--- src/rtl/seg7_scan_driver.sv ---
// 4-digit multiplexed seven-segment driver; outputs registered, one clock behind state.
// No backpressure: free-running scan, digits snapshotted only at LOAD and frame wrap.
module seg7_scan_driver #(
  parameter int REFRESH_DIV    = 50000,
  parameter bit BLANK_LEADING  = 1'b1,
  parameter bit ACTIVE_LOW_SEG = 1'b1
) (
  input  logic       clk,
  input  logic       rst_n,
  input  logic       enable,
  input  logic [3:0] d0,
  input  logic [3:0] d1,
  input  logic [3:0] d2,
  input  logic [3:0] d3,
  output logic [3:0] an,
  output logic [6:0] seg,
  output logic       frame_done
);

  typedef enum logic [1:0] {OFF, LOAD, SCAN} state_t;

  localparam int            PW      = (REFRESH_DIV > 1) ? $clog2(REFRESH_DIV) : 1;
  localparam logic [PW-1:0] TERM    = PW'(REFRESH_DIV - 1);
  localparam logic [6:0]    SEG_OFF = ACTIVE_LOW_SEG ? 7'h7F : 7'h00;

  state_t          state_q, state_d;
  logic [PW-1:0]   pres_q, pres_d;
  logic [1:0]      idx_q, idx_d;
  logic [3:0][3:0] hold_q, hold_d;
  logic [3:0]      an_q, an_d;
  logic [6:0]      seg_q, seg_d;
  logic            fd_q, fd_d;
  logic            blank;

  // Active-high {g,f,e,d,c,b,a}; anything above 9 shows a dash.
  function automatic logic [6:0] decode(input logic [3:0] v);
    case (v)
      4'd0:    decode = 7'h3F;
      4'd1:    decode = 7'h06;
      4'd2:    decode = 7'h5B;
      4'd3:    decode = 7'h4F;
      4'd4:    decode = 7'h66;
      4'd5:    decode = 7'h6D;
      4'd6:    decode = 7'h7D;
      4'd7:    decode = 7'h07;
      4'd8:    decode = 7'h7F;
      4'd9:    decode = 7'h6F;
      default: decode = 7'h40;
    endcase
  endfunction

  always_comb begin
    state_d = state_q;
    pres_d  = pres_q;
    idx_d   = idx_q;
    hold_d  = hold_q;
    fd_d    = 1'b0;
    an_d    = 4'hF;
    seg_d   = SEG_OFF;
    blank   = 1'b0;

    case (state_q)
      OFF: begin
        if (enable) state_d = LOAD;
      end
      LOAD: begin
        hold_d  = {d3, d2, d1, d0};
        idx_d   = 2'd0;
        pres_d  = '0;
        state_d = SCAN;
      end
      SCAN: begin
        if (!enable) begin
          state_d = OFF;
        end else if (pres_q == TERM) begin
          pres_d = '0;
          idx_d  = idx_q + 2'd1;
          // Frame wrap: take the next snapshot so a frame never mixes old and new digits.
          if (idx_q == 2'd3) begin
            hold_d = {d3, d2, d1, d0};
            fd_d   = 1'b1;
          end
        end else begin
          pres_d = pres_q + 1'b1;
        end
      end
      default: state_d = OFF;
    endcase

    if (state_q == SCAN) begin
      blank = BLANK_LEADING && idx_q[0] && (hold_q[idx_q] == 4'd0);
      if (!blank) begin
        an_d  = ~(4'b0001 << idx_q);
        seg_d = decode(hold_q[idx_q]) ^ {7{ACTIVE_LOW_SEG}};
      end
    end
  end

  always_ff @(posedge clk or negedge rst_n) begin
    if (!rst_n) begin
      state_q <= OFF;
      pres_q  <= '0;
      idx_q   <= 2'd0;
      hold_q  <= '0;
      an_q    <= 4'hF;
      seg_q   <= SEG_OFF;
      fd_q    <= 1'b0;
    end else begin
      state_q <= state_d;
      pres_q  <= pres_d;
      idx_q   <= idx_d;
      hold_q  <= hold_d;
      an_q    <= an_d;
      seg_q   <= seg_d;
      fd_q    <= fd_d;
    end
  end

  assign an         = an_q;
  assign seg        = seg_q;
  assign frame_done = fd_q;

endmodule

--- config.mk ---
export PLATFORM = sky130hd
export DESIGN_NAME = seg7_scan_driver
export DESIGN_NICKNAME = d
export VERILOG_FILES = /design/src/rtl/seg7_scan_driver.sv
export SDC_FILE = /design/constraint.sdc
export NUM_CORES = 1
export LEC_CHECK = 0
export ABC_AREA = 1
export CORE_AREA = 2 2 80 82
export DETAILED_ROUTE_END_ITERATION = 8
export DIE_AREA = 0 0 82 84
export SETUP_SLACK_MARGIN = 0.1
export SLEW_MARGIN = 15
export SYNTH_ARGS = -nofsm -noshare
export SYNTH_HDL_FRONTEND = slang
export SYNTH_SLANG_ARGS = --single-unit
export TNS_END_PERCENT = 100
--- constraint.sdc ---
create_clock -name clk -period 2.2 [get_ports clk]
set_input_delay 0.55 -clock clk [delete_from_list [all_inputs] [get_ports clk]]
set_output_delay 0.55 -clock clk [all_outputs]
set_load 0.005 [all_outputs]
-- Yosys cells after proc, flatten, opt, wreduce, memory -nomap -nowiden
Memory sizes are Yosys's and may differ from the RTL's.
Cells that the tools add are included.
- flip-flop bits (word level): 48
- input bits: 19
- memory bits (read-only): 112
- logic and storage cells: 59
- memories kept: 1
- output and inout port bits: 12
- RAM bits: 0
- latch bits: 0
- multiplexer cells: 25
- order comparisons: 1
- bitwise operators: 2
- divide/modulo/power cells: 0
- shift operators: 1
- reduce and logical (&&, ||, !) cells: 8
- equality and inequality tests: 9
- $add $sub $neg: 2
- multipliers: 0
- memories (memory ; words ; bits a word ; rd ports ; clocked after memory_dff ; write ports ; RTL line ; RTL):
    (name not given) ; 16 ; 7 ; 1 ; 0 ; 0 ; 37 ; case (v)
- operator list (cell ; count):
    $mux 16 ; 5
    $pmux 16 s2 ; 2
    $mux 7 ; 4
    $add 16x1->16 const B ; 1
    $eq 16x16->1 const B ; 1
    $mux 4 ; 3
    $ne 2x2->1 const B ; 5
    $bmux 4 s2 ; 1
    $mux 2 ; 4
    $not 7->7 ; 1
    $pmux 2 s3 ; 1
    $eq 2x2->1 const B ; 2
    $logic_not 4->1 ; 1
    $mux 1 ; 4
    $not 4->4 ; 1
    $pmux 2 s2 ; 1
    $reduce_and 2->1 ; 2
    $reduce_and 4->1 ; 1
    $shl 1x2->4 const A ; 1
    $lt 2x3->1 const B ; 1
    $reduce_and 3->1 ; 1
    $add 2x1->2 const B ; 1
    $eq 2x1->1 const B ; 1
    $logic_not 2->1 ; 1
    other kinds (2) ; 2

-- Logic depth before layout (Yosys ltp)
Gate-level depths: netlist (run 1).
- word-level depth: 9
- mapped depth: 10
- mapped depth without buffers: 10

-- Least setup slack after synthesis (run 1)
No wires, ideal clock.
- kind: register to register
- start: reg idx_q[0]
- end: reg seg_q[0] (netlist: seg[0])
- cell stages (with the launch flop): 10
- setup time: 89 ps
- arrival time: 1355 ps
- path slack: 757 ps
- clock period less this slack: 1443 ps
- data required time: 2111 ps
- path buffers: 1
- cells stage by stage: dfrtp_1 > buf_4 > nand2_1 > nand3_1 > nand2_1 > ha_1 > nand2_1 > nor2_1 > nor2_4 > nand3_1
- longest elaborated chain between the ends: 8
- elaborated cells on any way between the ends: 10
- classes of those cells: mux (6); bitwise (1); reduce/logical (2); memory (1)
- ends and longest elaborated chain (what ; RTL line ; RTL):
    start: declaration ; 28 ; logic [1:0] idx_q, idx_d;
    start signal: assignment ; 111 ; idx_q <= idx_d;
    $bmux 4 s2 ; 91, 94 ;
    $mux 4 (implied by the code) ; 91, 94 ;
    $mem_v2 16x7 ; - ;
    $mux 7 ; 92 ; if (!blank) begin
    $mux 7 ; 90 ; if (state_q == SCAN) begin
    $not 7->7 (no source line) ; - ;
    $mux 7 * ; 92 ;
    $mux 7 * ; 90 ;
    net seg_d[0] ; 31 ; logic [6:0] seg_q, seg_d;
    end signal: assignment ; 114 ; seg_q <= seg_d;
    end: declaration ; 31 ;
Mark *: on every way through the listed nets, which the timed path passes. The rest lies on a longest branch. The select of a mux whose other input is x is not followed.
A chain may end at the register's enable or synchronous reset.

-- Final worst setup path (run 1)
- start: reg an_q[2] (netlist: an[2])
- end: out an[2]
- RTL lines (what ; RTL line ; RTL):
    start: declaration ; 30 ; logic [3:0] an_q, an_d;
    start signal: assignment ; 113 ; an_q <= an_d;
    end: declaration ; 15 ; output logic [3:0] an,
No word-level cell between the ends.

==> results.toml, run 1 <==
[critical_path]
reg2reg_from = "idx_q[0]"
path_max_fanout = 1
cp_num_cells = 1
cp-end-kind = "output port"
path_buf_inv = 1
start_kind = "flop"
path_cells = "clkdlybuf4s50_1"
r2r_end = "seg[3]"
r2r_cells = 9
max_stage_delay_ns = 0.53
required_ns = 1.65
slowest_stage = "dfstp_2"
crit_family = "flip-flops"
critical_path_class = "flop to output port"
critPathArrivalTime_ns = 1.32
rrSetupSlack_ns = 0.35

[synthesis]
synth_area_leader_cell = "dfrtp_1"
synth_common_cells = "119 x nand2_1, 52 x nand3_1, 37 x dfrtp_1, 24 x nor2_1, 22 x inv_1"
ys_ff_latch = 48
syn_area_mm2 = 0.002616
yosys_warnings = 0
synthArstFlopShare_pct = 100.0
yosys.area.top_type_share_pct = 35.39
syn-num-nets = 360
ys_seq_area_share_pct = 46.44
synth.area.top_cells = "dfrtp_1 35%, nand2_1 17%, dfstp_2 11%"
synthFlopType = "dfrtp_1"
syn_avg_cell_area_um2 = 7.904
synth-edff-count = 0
synth.distinct_cells = 26
netlist_instances = 331
yosys.cell_count.top_type = "nand2_1"

[grt]
grt_pass1_vias = 2034
grt_first_pass_wirelength_mm = 9.466
grt_overflow_total = 0
antenna_found_initial = 0
grt_start_max_net_pins = 27
grt_use_total_pct = 17.31

[clock_network]
cts_buffer_depth = 2
clock_sinks = 48
clk_latency_ns = 0.30
cts_setup_buffers = 0
holdBufCountCts = 0
path_clk_slew_ns = 0.10
cts_resized = 0
h-tree-depth = 2
cts_tree = "built"
cts_buffers = 5
cts_root_buf = "clkbuf_8"

[placement]
port_buffers = 30
gp_congestion = 0.8716
pre_cts_slack_ns = 0.3114
hpwl_mm = 3.885

[cells_and_area]
fin_nets = 390
antenna_cells = 0
fillers = 604
syn_to_final_growth_pct = 17.93
multi_input_area_mm2 = 0.001250
regArea_mm2 = 0.001215
drive_gt1_share_pct = 8.840

[power]
power_mw = 3.010
p_int_mw = 1.914
seqPwrFrac_pct = 42.7
p_switching_mw = 1.096
ir_worst_vdd_v = 0.0004931
power.clock.fraction_pct = 21.7
power_leakage_nw = 1.395
powerDensity_mw_per_mm2 = 975.4
sw_frac_of_total_pct = 36.41
comb_power_share_pct = 35.6

[detailed_routing]
routed_wl_mm = 5.346
dr_total_vias = 2173
ant_nets = 0
via_per_inst = 4.950
wl_per_cell_um = 12.18
drc = 0
drt-initial-drc-count = 138
dr.pass1.iters = 4

[flow_run]
maxCapViolCount = 0

[sta]
final_hold_viol_count = 0
tightest_slew_ns = 0.5172
maxSlewHeadroom_pct = 65.52
setup-violations-final = 0
worst_slack_ns = 0.3349
layout_min_cycle_time_ns = 1.865
finalSetupTns_ns = 0
drv_slew = 0
clock_skew_ns = 0.008602
grt_setup_unrepaired = "false"
timing.fmax_ghz = 0.5362
min_period_over_period_pct = 84.78

[floorplan]
die_h_um = 84
core_area_mm2 = 0.006096
io_pins = 31
rows = 29
dieArea_mm2 = 0.006888
die_w_um = 82
start_util_pct = 42.92

[hold_path]
min_path_type = "input port to asynchronous set/reset pin"

[run_status]
status = "completed"
==> layout by cell type, fill, tap and decap left out, types with 2 or more instances in the layout <==
cell type / count
nand2_1: 119
nand3_1: 52
dfrtp_1: 37
clkdlybuf4s50_1: 29
nor2_1: 24
inv_1: 22
o21ai_0: 15
dfstp_2: 11
ha_1: 10
xor2_1: 7
nand4_1: 6
clkbuf_8: 5
nand2_4: 3
nor3_1: 3
inv_2: 2
o21bai_1: 2
a21oi_1: 2
==> stage by stage <==
| stage | hold slack (ns) | instance area [um^2] | util, % | cells |
|---|---|---|---|---|
| floorplan | 0.2544 | 2616 | - | 331 |
| global route | 0.2391 | 3085 | 50.62 | 439 |
| CTS | 0.2250 | 3085 | 50.62 | 439 |
| global placement | 0.4556 | 2974 | 48.79 | 431 |
| finish | 0.2097 | 3085 | 50.62 | 439 |
| detailed placement | 0.4516 | 2974 | 48.79 | 431 |
==> per-layer routing <==
layer  up-vias  track usage (%)  wire [um]
met5         -                0          0
met4         0            3.636         41
met3         4            3.463        227
met2        44            26.09       2402
met1      1003            25.68       2674
li1       1122                -          -
==> worst max path at each step <==
stage | endpoint | slack (ns) | from
after floorplan | seg[0] | 0.76 | idx_q[0]
after global placement | pres_q[8] | 0.36 | enable
after detailed placement | pres_q[0] | 0.31 | enable
after CTS | an[2] | 0.32 | an[2]
after global routing | seg[5] | 0.16 | idx_q[0]
final | an[2] | 0.33 | an[2]
==> final cells by class <==
| type | instances | area share, % |
|---|---|---|
| clock buffer | 5 | 2.230 |
| clock inverter | 3 | 1.379 |
| inverter | 24 | 2.920 |
| multi-input combinational | 250 | 40.51 |
| sequential | 48 | 39.38 |
| tap | 77 | 3.122 |
| timing repair buffer | 32 | 10.46 |
==> flip-flops by register name, summed over array words and instances, names as in the netlist <==
register	count
pres_q	16
an	4
hold_q	16
frame_done	1
seg	7
idx_q	2
state_q	2
==> power groups by stage <==
| stage | registers [mW] | clock network [mW] | logic, mW |
|---|---|---|---|
| floorplan | 1.29 | 0 | 0.766 |
| global placement | 1.30 | 0 | 1.06 |
| detailed placement | 1.30 | 0 | 1.09 |
| CTS | 1.29 | 0.668 | 1.09 |
| global route | 1.31 | 0.708 | 1.25 |
| finish | 1.28 | 0.654 | 1.07 |
==> logic make-up after synthesis <==
logic type | count (synthesis) | share of synthesized area (%)
buf+inv | 33 | 5.787
fa+ha+maj | 10 | 4.782
compound gates | 21 | 4.782
simple gates | 212 | 35.87
xor+xnor | 7 | 2.343
flops | 48 | 46.44
(Power assumes the default switching activity.)
==> inputs of run 2 (changes only) <==
==> constraint.sdc (replaced) <==
create_clock -name clk -period 1.8 [get_ports clk]
set_input_delay 0.45 -clock clk [delete_from_list [all_inputs] [get_ports clk]]
set_output_delay 0.45 -clock clk [all_outputs]
set_load 0.005 [all_outputs]
==> run 2 against run 1 <==
Against the previous run:
- routed wire length rose by 0.39%
- cell area rose by 4.9%
- via count rose by 2.2%
- cell count rose by 4.6%
- clock power rose by 20%
- die area did not move
- hold slack got worse by 0.11 ns
- combinational power rose by 37%
- power rose by 27%
==> results.toml, run 2 (same netlist as run 1, synthesis figures left out) <==
[run_status]
status = "completed"

[clock_network]
h-tree-depth = 2
clk_latency_ns = 0.30
holdBufCountCts = 0
cts_tree = "built"
path_clk_slew_ns = 0.09
cts_buffer_depth = 2
cts_buffers = 5
cts_root_buf = "clkbuf_8"
clock_sinks = 48

[placement]
gp_congestion = 0.8386
hpwl_mm = 3.885
pre_cts_slack_ns = 0.06734
port_buffers = 30
post-place-cells = 446

[power]
powerDensity_mw_per_mm2 = 1179
power.clock.fraction_pct = 20.5
power_leakage_nw = 1.472
p_int_mw = 2.447
p_switching_mw = 1.367
seqPwrFrac_pct = 40.9
comb_power_share_pct = 38.6
sw_frac_of_total_pct = 35.83
ir_worst_vdd_v = 0.0005745

[grt]
grt_use_total_pct = 17.24
grt_first_pass_wirelength_mm = 9.453
grt_start_max_net_pins = 49
grt_overflow_total = 0
grt_pass1_vias = 2095
antenna_found_initial = 0

[critical_path]
max_stage_delay_ns = 0.47
r2r_cells = 9
start_kind = "flop"
rrSetupSlack_ns = 0.22
path_cells = "inv_2, nand2_1, nand3_1, nand2_1, ha_1, nand2_1, nor2_2, nor2_2, nand3_1"
slowest_stage = "dfrtp_2"
r2r_end = "seg[0]"
cpMostUsedCell = "nand2_1"
path_max_fanout = 7
required_ns = 2.03
crit_family = "simple AND/OR/NAND/NOR gates"
critical_path_class = "flop to flop"
reg2reg_from = "idx_q[0]"
critPathArrivalTime_ns = 1.81
cp-end-kind = "flop"
path_buf_inv = 1

[detailed_routing]
wl_per_cell_um = 11.69
ant_nets = 0
dr_total_vias = 2220
drc = 0
dr.pass1.iters = 4
routed_wl_mm = 5.367
drt-initial-drc-count = 190
via_per_inst = 4.837

[floorplan]
dieArea_mm2 = 0.006888
die_w_um = 82
start_util_pct = 42.92
die_h_um = 84
io_pins = 31
rows = 29
core_area_mm2 = 0.006096

[sta]
worst_slack_ns = 0.2217
setup-violations-final = 0
timing.fmax_ghz = 0.6336
drv_slew = 0
grt_setup_unrepaired = "true"
tightest_slew_ns = 0.3387
finalSetupTns_ns = 0
min_period_over_period_pct = 87.69
maxSlewHeadroom_pct = 77.33
final_hold_viol_count = 0
layout_min_cycle_time_ns = 1.578
clock_skew_ns = 0.003104

[cells_and_area]
final_common_cell = "nand2_1"
fin_cells = 459
antenna_cells = 0
syn_to_final_growth_pct = 23.67
final_cell_mix = "119 x nand2_1, 52 x nand3_1, 36 x dfrtp_1"
drive_gt1_share_pct = 14.40
fin_nets = 410

[flow_run]
maxCapViolCount = 0

[hold_path]
min_path_type = "input port to asynchronous set/reset pin"
-- run 2: cell types whose count changed in the layout (fill, tap and decap cells not counted), sizes merged --
cell and change:
clkdlybuf4s50 -11, dlygate4sd2 +11, nor2 +1, buf +19
-- run 2: worst max-delay path by stage --
| stage | startpoint | to | slack, ns | cells past startpoint |
|---|---|---|---|---|
| after floorplan | idx_q[0] | seg[0] | 0.36 | 9 |
| after global placement | enable | hold_q[15] | 0.09 | 6 |
| after detailed placement | enable | hold_q[6] | 0.07 | 6 |
| after CTS | idx_q[0] | seg[4] | 0.15 | 9 |
| after global routing | idx_q[0] | seg[3] | 0.09 | 9 |
| final | idx_q[0] | seg[0] | 0.22 | 9 |
-- run 2: routing by layer --
metal / vias to the layer above / global-route usage (%) / routed length (um) / share of wire (%)
li1: 1162 / - / - / -
met1: 1003 / 25.00 / 2623 / 49
met2: 48 / 25.65 / 2429 / 45
met3: 7 / 3.571 / 231 / 4.3
met4: 0 / 5.455 / 82 / 1.5
met5: - / 0 / 0 / 0
-- run 2: cell type report --
| class | count | area, um^2 |
|---|---|---|
| tap | 77 | 96.34 |
| fill | 595 | 2860 |
| clock inverter | 3 | 42.54 |
| inverter | 24 | 90.09 |
| timing repair buffer | 51 | 452.9 |
| clock buffer | 5 | 68.82 |
| sequential | 48 | 1216 |
| multi-input combinational | 251 | 1269 |
-- run 2: what timing repair did --
| item | 4_1_cts | 5_1_grt |
|---|---|---|
| cloned | 0 | 1 |
| buffers inserted | 0 | 4 |
| pin swaps | 0 | 1 |
| endpoints found under the hold margin | 0 | 0 |
| resized for setup | 12 | 4 |
| endpoints found under the setup margin | 24 | 37 |
-- run 2: per-stage QoR --
step | instance area, um^2 | power [mW] | hold WS (ns) | utilization [%]
5_1_grt | 3236 | 4.136 | 0.1376 | 53.08
4_1_cts | 3186 | 3.820 | 0.1263 | 52.26
2_1_floorplan | 2616 | 2.508 | 0.1544 | -
3_3_place_gp | 3087 | 3.073 | 0.4497 | 50.64
3_5_place_dp | 3087 | 3.093 | 0.4527 | 50.64
6_report | 3236 | 3.814 | 0.09832 | 53.08
-- run 2: power by group through the flow --
| stage | Combinational (mW) | Sequential, mW | Clock [mW] |
|---|---|---|---|
| 2_1_floorplan | 0.936 | 1.57 | 0 |
| 3_3_place_gp | 1.49 | 1.58 | 0 |
| 3_5_place_dp | 1.51 | 1.59 | 0 |
| 4_1_cts | 1.46 | 1.56 | 0.802 |
| 5_1_grt | 1.69 | 1.59 | 0.849 |
| 6_report | 1.47 | 1.56 | 0.782 |
